File: config.mk
export PLATFORM = sky130hd
export DESIGN_NAME = decode_stage
export DESIGN_NICKNAME = d
export VERILOG_FILES = /design/src/rtl/rv32i_pkg.sv /design/src/rtl/imm_gen.sv /design/src/rtl/decode_stage.sv
export SDC_FILE = /design/constraint.sdc
export NUM_CORES = 1
export LEC_CHECK = 0
export CAP_MARGIN = 25
export CORE_ASPECT_RATIO = 0.5
export CORE_MARGIN = 2
export CORE_UTILIZATION = 45
export CTS_CLUSTER_DIAMETER = 30
export DETAILED_ROUTE_END_ITERATION = 8
export PLACE_DENSITY = 0.87
export SYNTH_ARGS = -nofsm -noshare
export SYNTH_HDL_FRONTEND = slang
export SYNTH_SLANG_ARGS = --single-unit
File: constraint.sdc
create_clock -name i_clk -period 7.2 [get_ports i_clk]
set_input_delay 1.44 -clock i_clk [delete_from_list [all_inputs] [get_ports i_clk]]
set_output_delay 1.44 -clock i_clk [all_outputs]
set_load 0.005 [all_outputs]
File: src/rtl/rv32i_pkg.sv
// Shared RV32I decode definitions: base opcodes, immediate formats and
// small opcode classification helpers used by the decode stage.
package rv32i_pkg;

    localparam logic [6:0] OPC_LUI    = 7'b0110111;
    localparam logic [6:0] OPC_AUIPC  = 7'b0010111;
    localparam logic [6:0] OPC_JAL    = 7'b1101111;
    localparam logic [6:0] OPC_JALR   = 7'b1100111;
    localparam logic [6:0] OPC_BRANCH = 7'b1100011;
    localparam logic [6:0] OPC_LOAD   = 7'b0000011;
    localparam logic [6:0] OPC_STORE  = 7'b0100011;
    localparam logic [6:0] OPC_OP_IMM = 7'b0010011;
    localparam logic [6:0] OPC_OP     = 7'b0110011;
    localparam logic [6:0] OPC_FENCE  = 7'b0001111;
    localparam logic [6:0] OPC_SYSTEM = 7'b1110011;

    typedef enum logic [2:0] {
        ImmI,
        ImmS,
        ImmB,
        ImmU,
        ImmJ,
        ImmNone
    } imm_type_t;

    function automatic imm_type_t imm_type_of(input logic [6:0] opcode);
        imm_type_t t;
        case (opcode)
            OPC_LOAD, OPC_OP_IMM, OPC_JALR, OPC_SYSTEM: t = ImmI;
            OPC_STORE:                                  t = ImmS;
            OPC_BRANCH:                                 t = ImmB;
            OPC_LUI, OPC_AUIPC:                         t = ImmU;
            OPC_JAL:                                    t = ImmJ;
            default:                                    t = ImmNone;
        endcase
        return t;
    endfunction

    function automatic logic is_legal(input logic [6:0] opcode);
        logic ok;
        case (opcode)
            OPC_LUI, OPC_AUIPC, OPC_JAL, OPC_JALR, OPC_BRANCH, OPC_LOAD,
            OPC_STORE, OPC_OP_IMM, OPC_OP, OPC_FENCE, OPC_SYSTEM: ok = 1'b1;
            default:                                              ok = 1'b0;
        endcase
        return ok;
    endfunction

endpackage

File: src/rtl/imm_gen.sv
// Combinational immediate builder: sign-extends from instr[31] according to
// the instruction format; FENCE and unknown opcodes yield zero.
module imm_gen
    import rv32i_pkg::*;
(
    input  logic [31:0] i_instr,
    output logic [31:0] o_imm
);

    imm_type_t imm_type;
    logic      sign;

    always_comb begin
        imm_type = imm_type_of(i_instr[6:0]);
        sign     = i_instr[31];
        o_imm    = 32'h0;
        case (imm_type)
            ImmI: o_imm = {{20{sign}}, i_instr[31:20]};
            ImmS: o_imm = {{20{sign}}, i_instr[31:25], i_instr[11:7]};
            ImmB: o_imm = {{19{sign}}, sign, i_instr[7], i_instr[30:25],
                           i_instr[11:8], 1'b0};
            ImmU: o_imm = {i_instr[31:12], 12'h000};
            ImmJ: o_imm = {{11{sign}}, sign, i_instr[19:12], i_instr[20],
                           i_instr[30:21], 1'b0};
            default: o_imm = 32'h0;
        endcase
    end

endmodule

File: src/rtl/decode_stage.sv
// RV32I decode/issue stage: holds one instruction, stalls on RAW/WAW hazards
// against a scoreboard of in-flight destinations, and issues to execute.
module decode_stage
    import rv32i_pkg::*;
#(
    parameter int unsigned XLEN = 32
) (
    input  logic            i_clk,
    input  logic            i_rst_n,

    input  logic            i_if_valid,
    output logic            o_if_ready,
    input  logic [31:0]     i_if_instr,
    input  logic [XLEN-1:0] i_if_pc,

    output logic [4:0]      o_r1addr,
    output logic [4:0]      o_r2addr,
    input  logic [XLEN-1:0] i_r1data,
    input  logic [XLEN-1:0] i_r2data,

    output logic            o_ex_valid,
    input  logic            i_ex_ready,
    output logic [XLEN-1:0] o_ex_pc,
    output logic [XLEN-1:0] o_ex_rs1val,
    output logic [XLEN-1:0] o_ex_rs2val,
    output logic [XLEN-1:0] o_ex_imm,
    output logic [4:0]      o_ex_rd,
    output logic [6:0]      o_ex_opcode,
    output logic [2:0]      o_ex_funct3,
    output logic            o_ex_funct7b5,
    output logic            o_ex_illegal,

    input  logic            i_wb_en,
    input  logic [4:0]      i_wb_rd,
    input  logic            i_flush
);

    logic [31:0]     ir_instr_q, ir_instr_d;
    logic [XLEN-1:0] ir_pc_q, ir_pc_d;
    logic            ir_valid_q, ir_valid_d;
    logic [31:1]     busy_q, busy_d;

    logic [6:0]  opcode;
    logic [4:0]  rs1, rs2, rd;
    logic        legal;
    logic        uses_rs1, uses_rs2, writes_rd;
    logic [31:0] busy_ext;
    logic        stall;
    logic        fire, accept;
    logic [31:0] imm;

    imm_gen u_imm_gen (
        .i_instr (ir_instr_q),
        .o_imm   (imm)
    );

    always_comb begin
        opcode    = ir_instr_q[6:0];
        rs1       = ir_instr_q[19:15];
        rs2       = ir_instr_q[24:20];
        rd        = ir_instr_q[11:7];
        legal     = is_legal(opcode);

        uses_rs1  = !(opcode == OPC_LUI || opcode == OPC_AUIPC || opcode == OPC_JAL);
        uses_rs2  = (opcode == OPC_BRANCH || opcode == OPC_STORE || opcode == OPC_OP);
        writes_rd = legal && (rd != 5'd0) &&
                    !(opcode == OPC_BRANCH || opcode == OPC_STORE ||
                      opcode == OPC_FENCE  || opcode == OPC_SYSTEM);

        // Bit 0 is tied low so x0 never reads as busy.
        busy_ext  = {busy_q, 1'b0};
        stall     = (uses_rs1 & busy_ext[rs1]) |
                    (uses_rs2 & busy_ext[rs2]) |
                    (writes_rd & busy_ext[rd]);

        o_ex_valid = i_rst_n & ir_valid_q & !stall & !i_flush;
        fire       = o_ex_valid & i_ex_ready;
        o_if_ready = i_rst_n & !i_flush & (!ir_valid_q | fire);
        accept     = i_if_valid & o_if_ready;
    end

    always_comb begin
        o_r1addr      = rs1;
        o_r2addr      = rs2;
        o_ex_pc       = ir_pc_q;
        o_ex_rs1val   = i_r1data;
        o_ex_rs2val   = i_r2data;
        o_ex_imm      = imm;
        o_ex_rd       = writes_rd ? rd : 5'd0;
        o_ex_opcode   = opcode;
        o_ex_funct3   = ir_instr_q[14:12];
        o_ex_funct7b5 = ir_instr_q[30];
        o_ex_illegal  = !legal;
    end

    always_comb begin
        ir_instr_d = ir_instr_q;
        ir_pc_d    = ir_pc_q;
        ir_valid_d = ir_valid_q;
        if (i_flush) begin
            ir_valid_d = 1'b0;
        end else if (accept) begin
            ir_instr_d = i_if_instr;
            ir_pc_d    = i_if_pc;
            ir_valid_d = 1'b1;
        end else if (fire) begin
            ir_valid_d = 1'b0;
        end
    end

    // Clear is applied before set so a same-cycle issue to the same register wins.
    always_comb begin
        busy_d = busy_q;
        for (int i = 1; i < 32; i++) begin
            if (i_wb_en && i_wb_rd == 5'(i)) begin
                busy_d[i] = 1'b0;
            end
            if (fire && writes_rd && rd == 5'(i)) begin
                busy_d[i] = 1'b1;
            end
        end
    end

    always_ff @(posedge i_clk) begin
        if (!i_rst_n) begin
            ir_instr_q <= 32'h0;
            ir_pc_q    <= '0;
            ir_valid_q <= 1'b0;
            busy_q     <= '0;
        end else begin
            ir_instr_q <= ir_instr_d;
            ir_pc_q    <= ir_pc_d;
            ir_valid_q <= ir_valid_d;
            busy_q     <= busy_d;
        end
    end

endmodule

==> results.json, run 1 <==
{
  "cp.depth": 8,
  "synth-edff-count": 0,
  "drv_slew": 0,
  "tns_ps": 0,
  "yosys.area_share.adder_pct": 0,
  "reg2reg_from": "ir_instr_q[7]",
  "synth_seq_area_share_pct": 31.3,
  "min_from": "o_ex_pc[6]",
  "path_max_fanout": 55,
  "final_nets": 931,
  "synthSimpleGateAreaFrac_pct": 24.2,
  "antenna_found_initial": 0,
  "synth_nets": 888,
  "post-cts-setup-buffer-count": 0,
  "cts_buffers": 9,
  "post_drt_wl_per_cell_um": 19.7,
  "synthCells": 749,
  "crit_start": "i_rst_n",
  "synth_xor_area_share_pct": 0,
  "drt-initial-drc-count": 543,
  "hold_buffers": 0,
  "finalHoldViolations": 0,
  "max_stage_delay_ps": 490,
  "cts_tree": "built",
  "skew_ps": 8.47,
  "gr-usage-all-layers_pct": 25.8,
  "worstPathArrival_ps": 3940,
  "synth_compound_gate_area_share_pct": 20.4,
  "tightestPinTransition_ps": 905,
  "crit_buf_inv": 4,
  "period_share_pct": 74.7,
  "synth_mux_area_share_pct": 8.35,
  "start_util_pct": 45.7,
  "start_kind": "primary input",
  "fp.coreArea_um2": 13400,
  "fmax_mhz": 186,
  "post-dp-hpwl_um": 13600,
  "synth_warnings": 0,
  "fin_crit_ps": 5380,
  "dieArea_um2": 14700,
  "fp.dieH_um": 86.6,
  "dr.pass1.iters": 7,
  "relSlewSlack_pct": 39.1,
  "synth_cell_types": 58,
  "crit_chain": "buf_2 > buf_4 > clkinv_1 > nor2_1 > nand4_2 > o21ai_0 > and2_1 > clkdlybuf4s50_1",
  "h-tree-depth": 3,
  "multi_input_area_um2": 3270,
  "die_x_um": 169,
  "totalWireLength_um": 19100,
  "ctsResizeCount": 0,
  "grt_pass1_vias": 5468,
  "power_density_nw_per_um2": 167,
  "clock-sinks": 96,
  "grt_start_max_net_pins": 66,
  "cts.clk_slew.worst_paths_ps": 70,
  "root_buffer": "clkbuf_16",
  "final_cell_mix": "clkdlybuf4s50_1 (166), nand2_1 (136), dfxtp_1 (96)",
  "end_kind": "output port",
  "drcViolationCount": 0,
  "regArea_um2": 1920,
  "num_io_pins": 296,
  "clk_latency_ps": 340,
  "setup_viol": 0,
  "rows": 30,
  "required_ps": 5760,
  "critPathKind": "primary input to output port",
  "cts.path.max_buffers": 2,
  "post_drt_via_cell_ratio": 5.84,
  "diodes": 0,
  "grt-ovfl-total": 0,
  "antenna_left": 0,
  "drive_gt1_share_pct": 16.3,
  "synth_flop_cell": "dfxtp_1",
  "port_buffers": 167,
  "num_vias": 5680,
  "synth_area_per_cell_um2": 8.21,
  "grt_pass1_wl_um": 29800,
  "slowest_stage": "clkdlybuf4s50_1",
  "worstRegToRegCells": 8,
  "gp_congestion": 0.940,
  "final_common_cell": "clkdlybuf4s50_1",
  "vdd_drop_max_uv": 127,
  "hp-class": "register to register",
  "max_cap_violations": 0,
  "syn-cell-area_um2": 6150,
  "n_fill_cell": 1189,
  "area_growth_pct": 21.6,
  "async_flop_share_pct": 0,
  "rsz0062_at_grt": "no",
  "p_leak_uw": 0.00273,
  "synth-seq-cells": 96,
  "cpLargestDelayFamily": "buffers and inverters",
  "hold_depth": 2,
  "status": "finished clean",
  "synth_top_family_by_area": "simple AND/OR/NAND/NOR gates",
  "final_core_util_pct": 55.6
}
[report_power, final]
part,internal [µW],leakage (µW),switching [µW]
clock,272,0.000143,216
sequential,551,0.000782,31.5
combinational,97.2,0.00180,82.9
total,919,0.00273,331
[metal layers]
| layer | vias up | share of wire (%) | global-route usage, % |
|---|---|---|---|
| met5 | - | 0 | 0 |
| met4 | 0 | 3.7 | 11.4 |
| met3 | 62 | 11 | 8.40 |
| met2 | 322 | 48 | 43.2 |
| met1 | 2668 | 37 | 30.8 |
| li1 | 2628 | - | - |
[cell usage after synthesis, types with 5 or more instances]
cell,instances,share of area (%)
mux2i_1,13,2.1
buf_4,85,10
mux4_2,15,5.5
nor3_1,5,0.41
nor2_1,20,1.2
nand2b_1,13,1.3
a31o_2,11,1.6
o21ai_2,60,8.6
clkbuf_1,34,2.1
nor2b_1,13,1.3
buf_6,9,1.6
dfxtp_1,96,31
a21oi_1,19,1.5
and3_1,6,0.61
a21o_1,10,1.2
o31ai_1,10,1.2
and2_1,17,1.7
buf_2,9,0.73
nand3_1,83,6.8
nand2_1,136,8.3
inv_1,8,0.49
buf_1,5,0.31
o21ai_0,13,1.1
[cells by family after synthesis]
kind of cell,count (synthesis)
AO/OA/AOI/OAI,158
buffers and inverters,151
multiplexers,32
AND/OR/NAND/NOR,312
flip-flops,96
[worst paths after layout]
| kind | slack [ps] | end |
|---|---|---|
| min reg2reg | 460 | o_ex_pc[6] |
| min | 460 | o_ex_pc[6] |
| max | 1820 | o_if_ready |
| max reg2reg | 3550 | ir_instr_q[2] |
[cell type report]
cell class | instances | area share [%]
well taps | 176 | 2.95
inverters | 9 | 0.452
flip-flops and latches | 96 | 25.7
multi-input cells | 502 | 43.7
repair buffers | 174 | 23.2
clock buffers | 10 | 3.06
clock inverters | 6 | 0.921
[per-stage QoR]
step                setup slack, ps  total power [µW]  instances  hold WS, ps  instance area [µm²]
finish                         1820              1250        973          457                 7470
global route                   1570              1300        973          476                 7470
CTS                            1870              1260        973          461                 7470
detailed placement             1880               772        957          450                 7180
global placement               1930               767        956          447                 7160
floorplan                      3050               711        749          448                 6150
[state kept, by name (all words and copies together), names as in the netlist]
| name | flops |
|---|---|
| ir_valid_q | 1 |
| busy_q | 31 |
| o_ex_pc | 32 |
| ir_instr_q | 32 |
[tightest hold or removal path, stage by stage, from the launching register on]
cell and delay, ps:
dfxtp_1 310, nand2_1 60, o21ai_2 40
Power figures use the tool's default switching activity.
==> run 2: changes to the inputs <==
--- a/config.mk
+++ b/config.mk
@@ -8,10 +8,10 @@
 export CAP_MARGIN = 25
 export CORE_ASPECT_RATIO = 0.5
 export CORE_MARGIN = 2
-export CORE_UTILIZATION = 45
+export CORE_UTILIZATION = 42
 export CTS_CLUSTER_DIAMETER = 30
 export DETAILED_ROUTE_END_ITERATION = 8
-export PLACE_DENSITY = 0.87
+export PLACE_DENSITY = 0.82
 export SYNTH_ARGS = -nofsm -noshare
 export SYNTH_HDL_FRONTEND = slang
 export SYNTH_SLANG_ARGS = --single-unit
==> constraint.sdc (replaced) <==
create_clock -name i_clk -period 5 [get_ports i_clk]
set_input_delay 1 -clock i_clk [delete_from_list [all_inputs] [get_ports i_clk]]
set_output_delay 1 -clock i_clk [all_outputs]
set_load 0.005 [all_outputs]
==> results.json, run 2 (same netlist as run 1, synthesis figures left out) <==
{
  "root_buffer": "clkbuf_16",
  "pwr-share-clk_pct": 38.5,
  "clk_latency_ps": 350,
  "fin_crit_ps": 4360,
  "cpLargestDelayFamily": "compound AO/OA/AOI/OAI gates",
  "path_max_fanout": 12,
  "num_vias": 5625,
  "grt_pass1_wl_um": 29100,
  "hp-class": "register to register",
  "h-tree-depth": 3,
  "rows": 31,
  "dieArea_um2": 15700,
  "power.switching_uw": 476,
  "final_cell_mix": "clkdlybuf4s50_1 (166), nand2_1 (136), dfxtp_1 (96)",
  "n_fill_cell": 1300,
  "worstPathArrival_ps": 3360,
  "hold_buffers": 0,
  "drv_slew": 0,
  "p_int_uw": 1300,
  "tightestPinTransition_ps": 912,
  "final_nets": 933,
  "ctsResizeCount": 0,
  "start_util_pct": 42.7,
  "power_density_nw_per_um2": 237,
  "post_drt_via_cell_ratio": 5.64,
  "finalHoldViolations": 0,
  "diodes": 0,
  "grt-ovfl-total": 0,
  "antenna_found_initial": 1,
  "start_kind": "register",
  "drive_gt1_share_pct": 16.6,
  "tns_ps": 0,
  "totalWireLength_um": 19300,
  "drcViolationCount": 0,
  "final_common_cell": "clkdlybuf4s50_1",
  "die_x_um": 175,
  "final_core_util_pct": 52.1,
  "skew_ps": 9.76,
  "grt_pass1_vias": 5347,
  "p_leak_uw": 0.00273,
  "cts.clk_slew.worst_paths_ps": 70,
  "relSlewSlack_pct": 39.2,
  "post-dp-hpwl_um": 14000,
  "gp_congestion": 0.956,
  "period_share_pct": 87.2,
  "seqPwrFrac_pct": 47.0,
  "status": "finished clean",
  "slowest_stage": "dfxtp_1",
  "fmax_mhz": 229,
  "crit_chain": "mux4_2 > a2bb2o_1 > o32ai_1 > a21oi_2 > nand4_2 > o21ai_0 > and2_1 > clkdlybuf4s50_1",
  "grt_start_max_net_pins": 65,
  "vdd_drop_max_uv": 150,
  "num_io_pins": 296,
  "fp.dieH_um": 89.5,
  "post-cts-setup-buffer-count": 0,
  "p_comb_share_pct": 14.5,
  "cts_buffers": 9,
  "rsz0062_at_grt": "no",
  "port_buffers": 167,
  "post_drt_wl_per_cell_um": 19.4,
  "setup_viol": 0,
  "required_ps": 4000,
  "fp.coreArea_um2": 14400,
  "end_kind": "output port",
  "antenna_left": 0,
  "dr.pass1.iters": 5,
  "power.share.switching_pct": 26.8,
  "drt-initial-drc-count": 446,
  "cts.path.max_buffers": 2,
  "gr-usage-all-layers_pct": 23.6,
  "fin_hold_ws_ps": 458,
  "crit_buf_inv": 1,
  "cts_tree": "built",
  "max_stage_delay_ps": 660,
  "area_growth_pct": 21.9,
  "clock-sinks": 96,
  "critPathKind": "register to output port",
  "max_cap_violations": 0
}
## run 2: changes by cell type in the layout (fill, tap and decap cells not counted), sizes merged
cell	previous run	this run
inv	9	10
clkbuf	10	12
clkinv	4	3
bufinv	1	0
buf	8	9
## run 2: final timing paths
path | from | endpoint | slack, ps | cells after the start
setup / recovery | ir_instr_q[16] | o_if_ready | 640 | 8
hold / removal | o_ex_pc[23] | o_ex_pc[23] | 460 | 2
setup reg to reg | ir_instr_q[8] | ir_instr_q[2] | 1280 | 9
hold reg to reg | o_ex_pc[23] | o_ex_pc[23] | 460 | 2
## run 2: per-layer routing
layer	track usage, %	wire length [µm]	vias to the layer above	part of all wire, %
li1	-	-	2626	-
met1	28.8	7600	2705	39
met2	39.8	9370	238	49
met3	7.40	1790	54	9.3
met4	9.47	520	2	2.7
met5	0	13	-	0.067
## run 2: power groups by stage
stage	combinational (µW)	clock (µW)	sequential, µW
finish	257	685	835
global route	278	730	841
CTS	256	694	835
detailed placement	255	0	852
global placement	252	0	850
floorplan	194	0	830
## run 2: per-stage QoR
| stage | cells | power [µW] | worst slack [ps] | area [µm²] |
|---|---|---|---|---|
| after global placement | 980 | 1100 | 1080 | 7200 |
| after floorplan | 749 | 1020 | 1730 | 6150 |
| final | 997 | 1780 | 640 | 7490 |
| after global routing | 997 | 1850 | 455 | 7490 |
| after detailed placement | 980 | 1110 | 1020 | 7200 |
| after CTS | 996 | 1790 | 652 | 7490 |
## run 2: cell type report
type                       instances  area, µm²  share of cell area, %
clock inverter                     5       38.8                  0.518
sequential                        96       1920                   25.6
inverter                           9       33.8                  0.451
timing repair buffer             176       1730                   23.1
multi-input combinational        502       3270                   43.6
tap                              198        248                   3.31
clock buffer                      11        253                   3.37
## run 2: tightest hold or removal path: stages, from the launching register on
cell and delay, ps:
dfxtp_1 310, nand2_1 60, o21ai_2 40
==> RTL change 1: new RTL, config.mk and constraints of run 1 <==
`ir_instr_q` no longer has a reset.
--- a/src/rtl/decode_stage.sv
+++ b/src/rtl/decode_stage.sv
@@ -124,10 +124,8 @@
     always_ff @(posedge i_clk) begin
         if (!i_rst_n) begin
-            ir_instr_q <= 32'h0;
             ir_pc_q    <= '0;
             ir_valid_q <= 1'b0;
             busy_q     <= '0;
         end else begin
-            ir_instr_q <= ir_instr_d;
             ir_pc_q    <= ir_pc_d;
             ir_valid_q <= ir_valid_d;
@@ -136,4 +134,8 @@
     end
 
+    always_ff @(posedge i_clk) begin
+        ir_instr_q <= ir_instr_d;
+    end
+
 endmodule
 
Check against the original RTL: not equivalent (a bounded check fails within 4 cycles, from zero or initial values and one cycle with i_rst_n low; the reset may be asserted at any time).
==> RTL change 1 against run 1 <==
Combinational power shrank 11%. Sequential cell count is the same. Utilization grew 2.9 points. Sequential power grew 3.6%. Routed wire length shrank 7.4%. Critical path type unchanged. Largest cell class unchanged. Worst setup slack lost 0.010 ns. Highest routed layer unchanged. Final cell count shrank 17%. Critical endpoint unchanged. Synthesized area shrank 9.0%. Power shrank 1.1%. First-iteration DRC count shrank 9.8%. Cell area shrank 6.2%.
==> RTL change 1: results (changes against run 1) <==
| Metric | Value |
|---|---|
| Outcome | `complete, no violations (unchanged)` |
| CP arrival | `3.95 ns (was 3.94 ns)` |
| Setup WS pre-CTS | `1.86 ns (was 1.88 ns)` |
| GRT Util Overall | `25.7% (was 25.8%)` |
| DRT Pass-1 Iters | `5 (was 7)` |
| Seq/Total Area, Yosys | `40.1% (was 31.3%)` |
| Filler cell count | `991 (was 1189)` |
| Share of cells above drive strength 1 | `8.10% (was 16.3%)` |
| Reg2Reg Setup Slack | `2.59 ns (was 3.55 ns)` |
| Synth top cells by count | `buf_4 (84), dfxtp_1 (64), and3_1 (38) (was nand2_1 (136), dfxtp_1 (96), buf_4 (85))` |
| DP Wirelength | `13700 µm (was 13600 µm)` |
| EDFF count, synth | `32 (was 0)` |
| Global-route wire length before repair | `26900 µm (was 29800 µm)` |
| Cell Area, Placed | `6710 µm² (was 7180 µm²)` |
| Mux contribution to synthesized area | `9.36% (was 8.35%)` |
| Vias | `4876 (was 5680)` |
| Xor/xnor share of the synthesized area | `0% (unchanged)` |
| Total Nets Final | `776 (was 931)` |
| Vias in the first global route | `4561 (was 5468)` |
| Post-synthesis compound-gate area fraction | `19.2% (was 20.4%)` |
| Leakage power total | `0.00271 µW (was 0.00273 µW)` |
| Largest net degree at the start of global routing | `63 (was 66)` |
| Top cells by area, synth | `dfxtp_1 (23%), edfxtp_1 (17%), buf_4 (11%) (was dfxtp_1 (31%), buf_4 (10%), o21ai_2 (8.6%))` |
| Fin crit share | `74.9% (was 74.7%)` |
| Setup Skew | `0.0114 ns (was 0.00847 ns)` |
| CP Max Fanout | `12 (was 55)` |
| Fin cells | `807 (was 973)` |
| R2R cell count | `10 (was 8)` |
| Routability cong. | `0.942 (was 0.940)` |
| Detailed Route Iter0 Violations | `490 (was 543)` |
| Max IR drop VDD | `0.129 mV (was 0.127 mV)` |
| Placed insts | `791 (was 957)` |
| Worst Tran Pin Value | `0.813 ns (was 0.905 ns)` |
| Hold Crit Depth | `1 (was 2)` |
| Mapped Nets | `716 (was 888)` |
| Final wirelength | `17700 µm (was 19100 µm)` |
RTL change 1: changes by cell type in the layout (fill, tap and decap cells not counted), sizes merged, moves of 10 or more:
cell | run 1 | this run
a21oi | 20 | 10
a31o | 11 | 33
a21o | 10 | 20
o31ai | 12 | 1
nand2 | 136 | 38
o211ai | 3 | 24
o21ai | 77 | 35
edfxtp | 0 | 32
and3 | 6 | 38
nand3 | 84 | 14
dfxtp | 96 | 64
RTL change 1: logic make-up after synthesis:
group	after synthesis
mux	33
flops	96
compound gates	147
buf+inv	134
simple gates	167
RTL change 1: where the power goes:
group          total [µW]  switching [µW]  leakage [µW]  internal [µW]
clock                 473             212      0.000149            262
combinational         160            63.1       0.00174           96.8
sequential            603            22.4      0.000815            581
RTL change 1: through the flow:
stage | hold WS [ns] | power (µW) | util [%]
floorplan | 0.473 | 706 | -
global placement | 0.454 | 768 | 55.8
detailed placement | 0.464 | 774 | 56.0
CTS | 0.480 | 1240 | 58.5
global route | 0.501 | 1280 | 58.5
finish | 0.476 | 1240 | 58.5
RTL change 1: worst paths after layout:
path	start	end
hold / removal	o_ex_pc[27]	o_ex_pc[27]
setup / recovery	i_flush	o_if_ready
hold reg to reg	o_ex_pc[27]	o_ex_pc[27]
setup reg to reg	ir_instr_q[6]	ir_instr_q[16]
RTL change 1: worst max-delay path, cell delays in order:
cell	delay, ns
clkdlybuf4s50_1	0.39
nand2b_1	0.18
or4_4	0.57
o41ai_4	0.72
clkdlybuf4s50_1	0.64
RTL change 1: layout make-up:
cell class,count,area share (%)
clock inverter,5,0.660
sequential,96,32.0
timing repair buffer,172,24.5
clock buffer,11,3.62
tap,165,2.94
inverter,11,0.589
multi-input combinational,347,35.7
RTL change 1: metal layers:
metal  vias up  track usage, %  wire [µm]
met1      2289            30.7       6290
met5         -               0          0
li1       2182               -          -
met4         0            6.19        343
met3        35            10.3       2450
met2       370            43.6       8630
==> RTL change 2: new RTL, settings of run 1 <==
Without the edit above. Reset style: asynchronous (`i_rst_n`), changed in one clocked block.
--- a/src/rtl/decode_stage.sv
+++ b/src/rtl/decode_stage.sv
@@ -122,5 +122,5 @@
     end
 
-    always_ff @(posedge i_clk) begin
+    always_ff @(posedge i_clk or negedge i_rst_n) begin
         if (!i_rst_n) begin
             ir_instr_q <= 32'h0;
Formal check against the unedited RTL: not equivalent (Yosys sat finds a counterexample within 4 cycles, from zero or initial values and one cycle with i_rst_n low; the reset may be asserted at any time).
==> RTL change 2 against run 1 <==
Die area grew 3.1%. Register-to-register slack worse by 0.42 ns. Worst setup slack improved by 0.052 ns. Synthesized area grew 3.2%. Cell area is 2.2% higher. Routed wire length is 3.8% lower. Sequential cell count unchanged. Critical endpoint is now o_ex_valid.
Power is not compared: it rests on default switching activity, and its combinational part moved more than twofold at a synthesized area within 25%.
==> RTL change 2: results (changes against run 1) <==
| Metric | Value |
|---|---|
| Clk slew on worst S/H paths | `0.07 ns (about the same)` |
| Sw frac | `between 30% and 40%` |
| Vias/cell | `5.76 (was 5.84)` |
| Detailed Route Iter0 Violations | `525 (was 543)` |
| Yosys cell types | `58 (unchanged)` |
| Max incr delay on CP | `0.55 ns (was 0.49 ns)` |
| H-tree levels | `3 (unchanged)` |
| # setup viols final | `0 (unchanged)` |
| Final wirelength | `18400 µm (was 19100 µm)` |
| Outcome | `complete, no violations (unchanged)` |
| Global-route wire length before repair | `27000 µm (was 29800 µm)` |
| Number of diodes | `0 (unchanged)` |
| Seq/Total Area, Yosys | `37.9% (was 31.3%)` |
| Port buffer count | `167 (unchanged)` |
| Initial antenna violation count | `0 (unchanged)` |
| Synth top cells by count | `dfrtp_1 (96), buf_4 (88), nand2_1 (79) (was nand2_1 (136), dfxtp_1 (96), buf_4 (85))` |
| Cell Area, Placed | `7360 µm² (was 7180 µm²)` |
| Post-synth ARST share | `100% (was 0%)` |
| Total Nets Final | `804 (was 931)` |
| DRT Pass-1 Iters | `5 (was 7)` |
| Top_reg_cell synth | `dfrtp_1 (was dfxtp_1)` |
| Largest net degree at the start of global routing | `56 (was 66)` |
| Final Hold Viols | `0 (unchanged)` |
| Mapped Nets | `742 (was 888)` |
| Leakage power total | `approximately 0.0032 µW` |
| CTS-repair resized insts | `0 (unchanged)` |
| EDFF count, synth | `0 (unchanged)` |
| Post-CTS Setup Bufs | `0 (unchanged)` |
| Routability cong. | `0.897 (was 0.940)` |
| Worst Tran Pin Value | `1.06 ns (was 0.905 ns)` |
| Share of cells above drive strength 1 | `16.0% (was 16.3%)` |
| Slowest cell on crit path | `clkdlybuf4s50_1 (unchanged)` |
| Max IR drop VDD | `~0.12 mV` |
| RR Startpoint | `ir_instr_q[21] (was ir_instr_q[7])` |
| GRT Util Overall | `23.3% (was 25.8%)` |
| Setup Skew | `0.00741 ns (was 0.00847 ns)` |
| Setup WS pre-CTS | `1.88 ns (about the same)` |
| Synth Warn # | `0 (unchanged)` |
| HP Start | `o_ex_pc[8] (was o_ex_pc[6])` |
| DP Wirelength | `13500 µm (was 13600 µm)` |
| CTS max path bufs | `2 (unchanged)` |
| CP arrival | `3.89 ns (was 3.94 ns)` |
| Setup crit start | `i_rst_n (unchanged)` |
| Hold Crit Class | `reg -> reg (unchanged)` |
| Total CTS buffers | `9 (unchanged)` |
| CP Max Fanout | `44 (was 55)` |
| Top cells by area, synth | `dfrtp_1 (38%), mux2_4 (14%), buf_4 (10%) (was dfxtp_1 (31%), buf_4 (10%), o21ai_2 (8.6%))` |
| Skew-Pair Late Insertion Delay | `0.35 ns` |
| Vias in the first global route | `4798 (was 5468)` |
| Root Buffer | `clkbuf_16 (unchanged)` |
[RTL change 2: changes by cell type in the layout (fill, tap and decap cells not counted), sizes merged, moves of 5 or more]
cell	before	now
mux2	4	69
nand2	136	79
o21ai	77	72
dfxtp	96	0
a21oi	20	4
o31ai	12	2
and3	6	0
nand3	84	8
dfrtp	0	96
and2	17	12
a31o	11	0
nor2b	13	8
[RTL change 2: stage by stage]
step | util (%) | std cells
6_report | 55.9 | 861
3_5_place_dp | 53.9 | 846
5_1_grt | 55.9 | 861
2_1_floorplan | - | 603
4_1_cts | 55.9 | 861
3_3_place_gp | 53.9 | 846
[RTL change 2: logic make-up after synthesis]
kind of cell	after synthesis	synth area share (%)
multiplexers	96	22.7
AND/OR/NAND/NOR	175	13.9
AO/OA/AOI/OAI	112	10.9
buffers and inverters	124	14.6
flip-flops	96	37.9
[RTL change 2: final timing paths]
path                                    end  slack (ns)  cells after the start
max in group asynchronous        ir_valid_q        4.97                      2
worst min register to register   o_ex_pc[8]        0.51                      1
worst min-delay path             o_ex_pc[8]        0.51                      1
worst max-delay path             o_ex_valid        1.87                      7
worst max register to register   o_ex_pc[7]        3.13                      8
min in group asynchronous       o_ex_pc[19]        1.10                      1
[RTL change 2: area by class of cell]
cell class / instances / area (µm²)
Fill cell: 1125 / 6030
Multi-Input combinational cell: 383 / 3010
Sequential cell: 96 / 2400
Timing Repair Buffer: 170 / 1690
Clock buffer: 11 / 243
Tap cell: 192 / 240
Clock inverter: 4 / 30.0
Inverter: 5 / 18.8
[RTL change 2: routing by layer]
layer / track usage (%) / vias up / wire length [µm]
met3: 5.56 / 60 / 1780
met5: 0 / - / 0
met2: 39.6 / 323 / 9140
met4: 8.86 / 0 / 495
li1: - / 2142 / -
met1: 29.4 / 2436 / 6980
[RTL change 2: worst max-delay path: cells and delay by family]
family	cells	cell delay [ns]
buffers and inverters	2	1.01
AO/OA/AOI/OAI	1	0.20
AND/OR/NAND/NOR	4	1.19
[RTL change 2: power by group through the flow]
stage | sequential, µW | combinational (µW) | clock, µW
floorplan | 688 | 402 | 0
global placement | 766 | 534 | 0
detailed placement | 770 | 547 | 0
CTS | 763 | 551 | 457
global route | 779 | 582 | 483
finish | 767 | 551 | 454
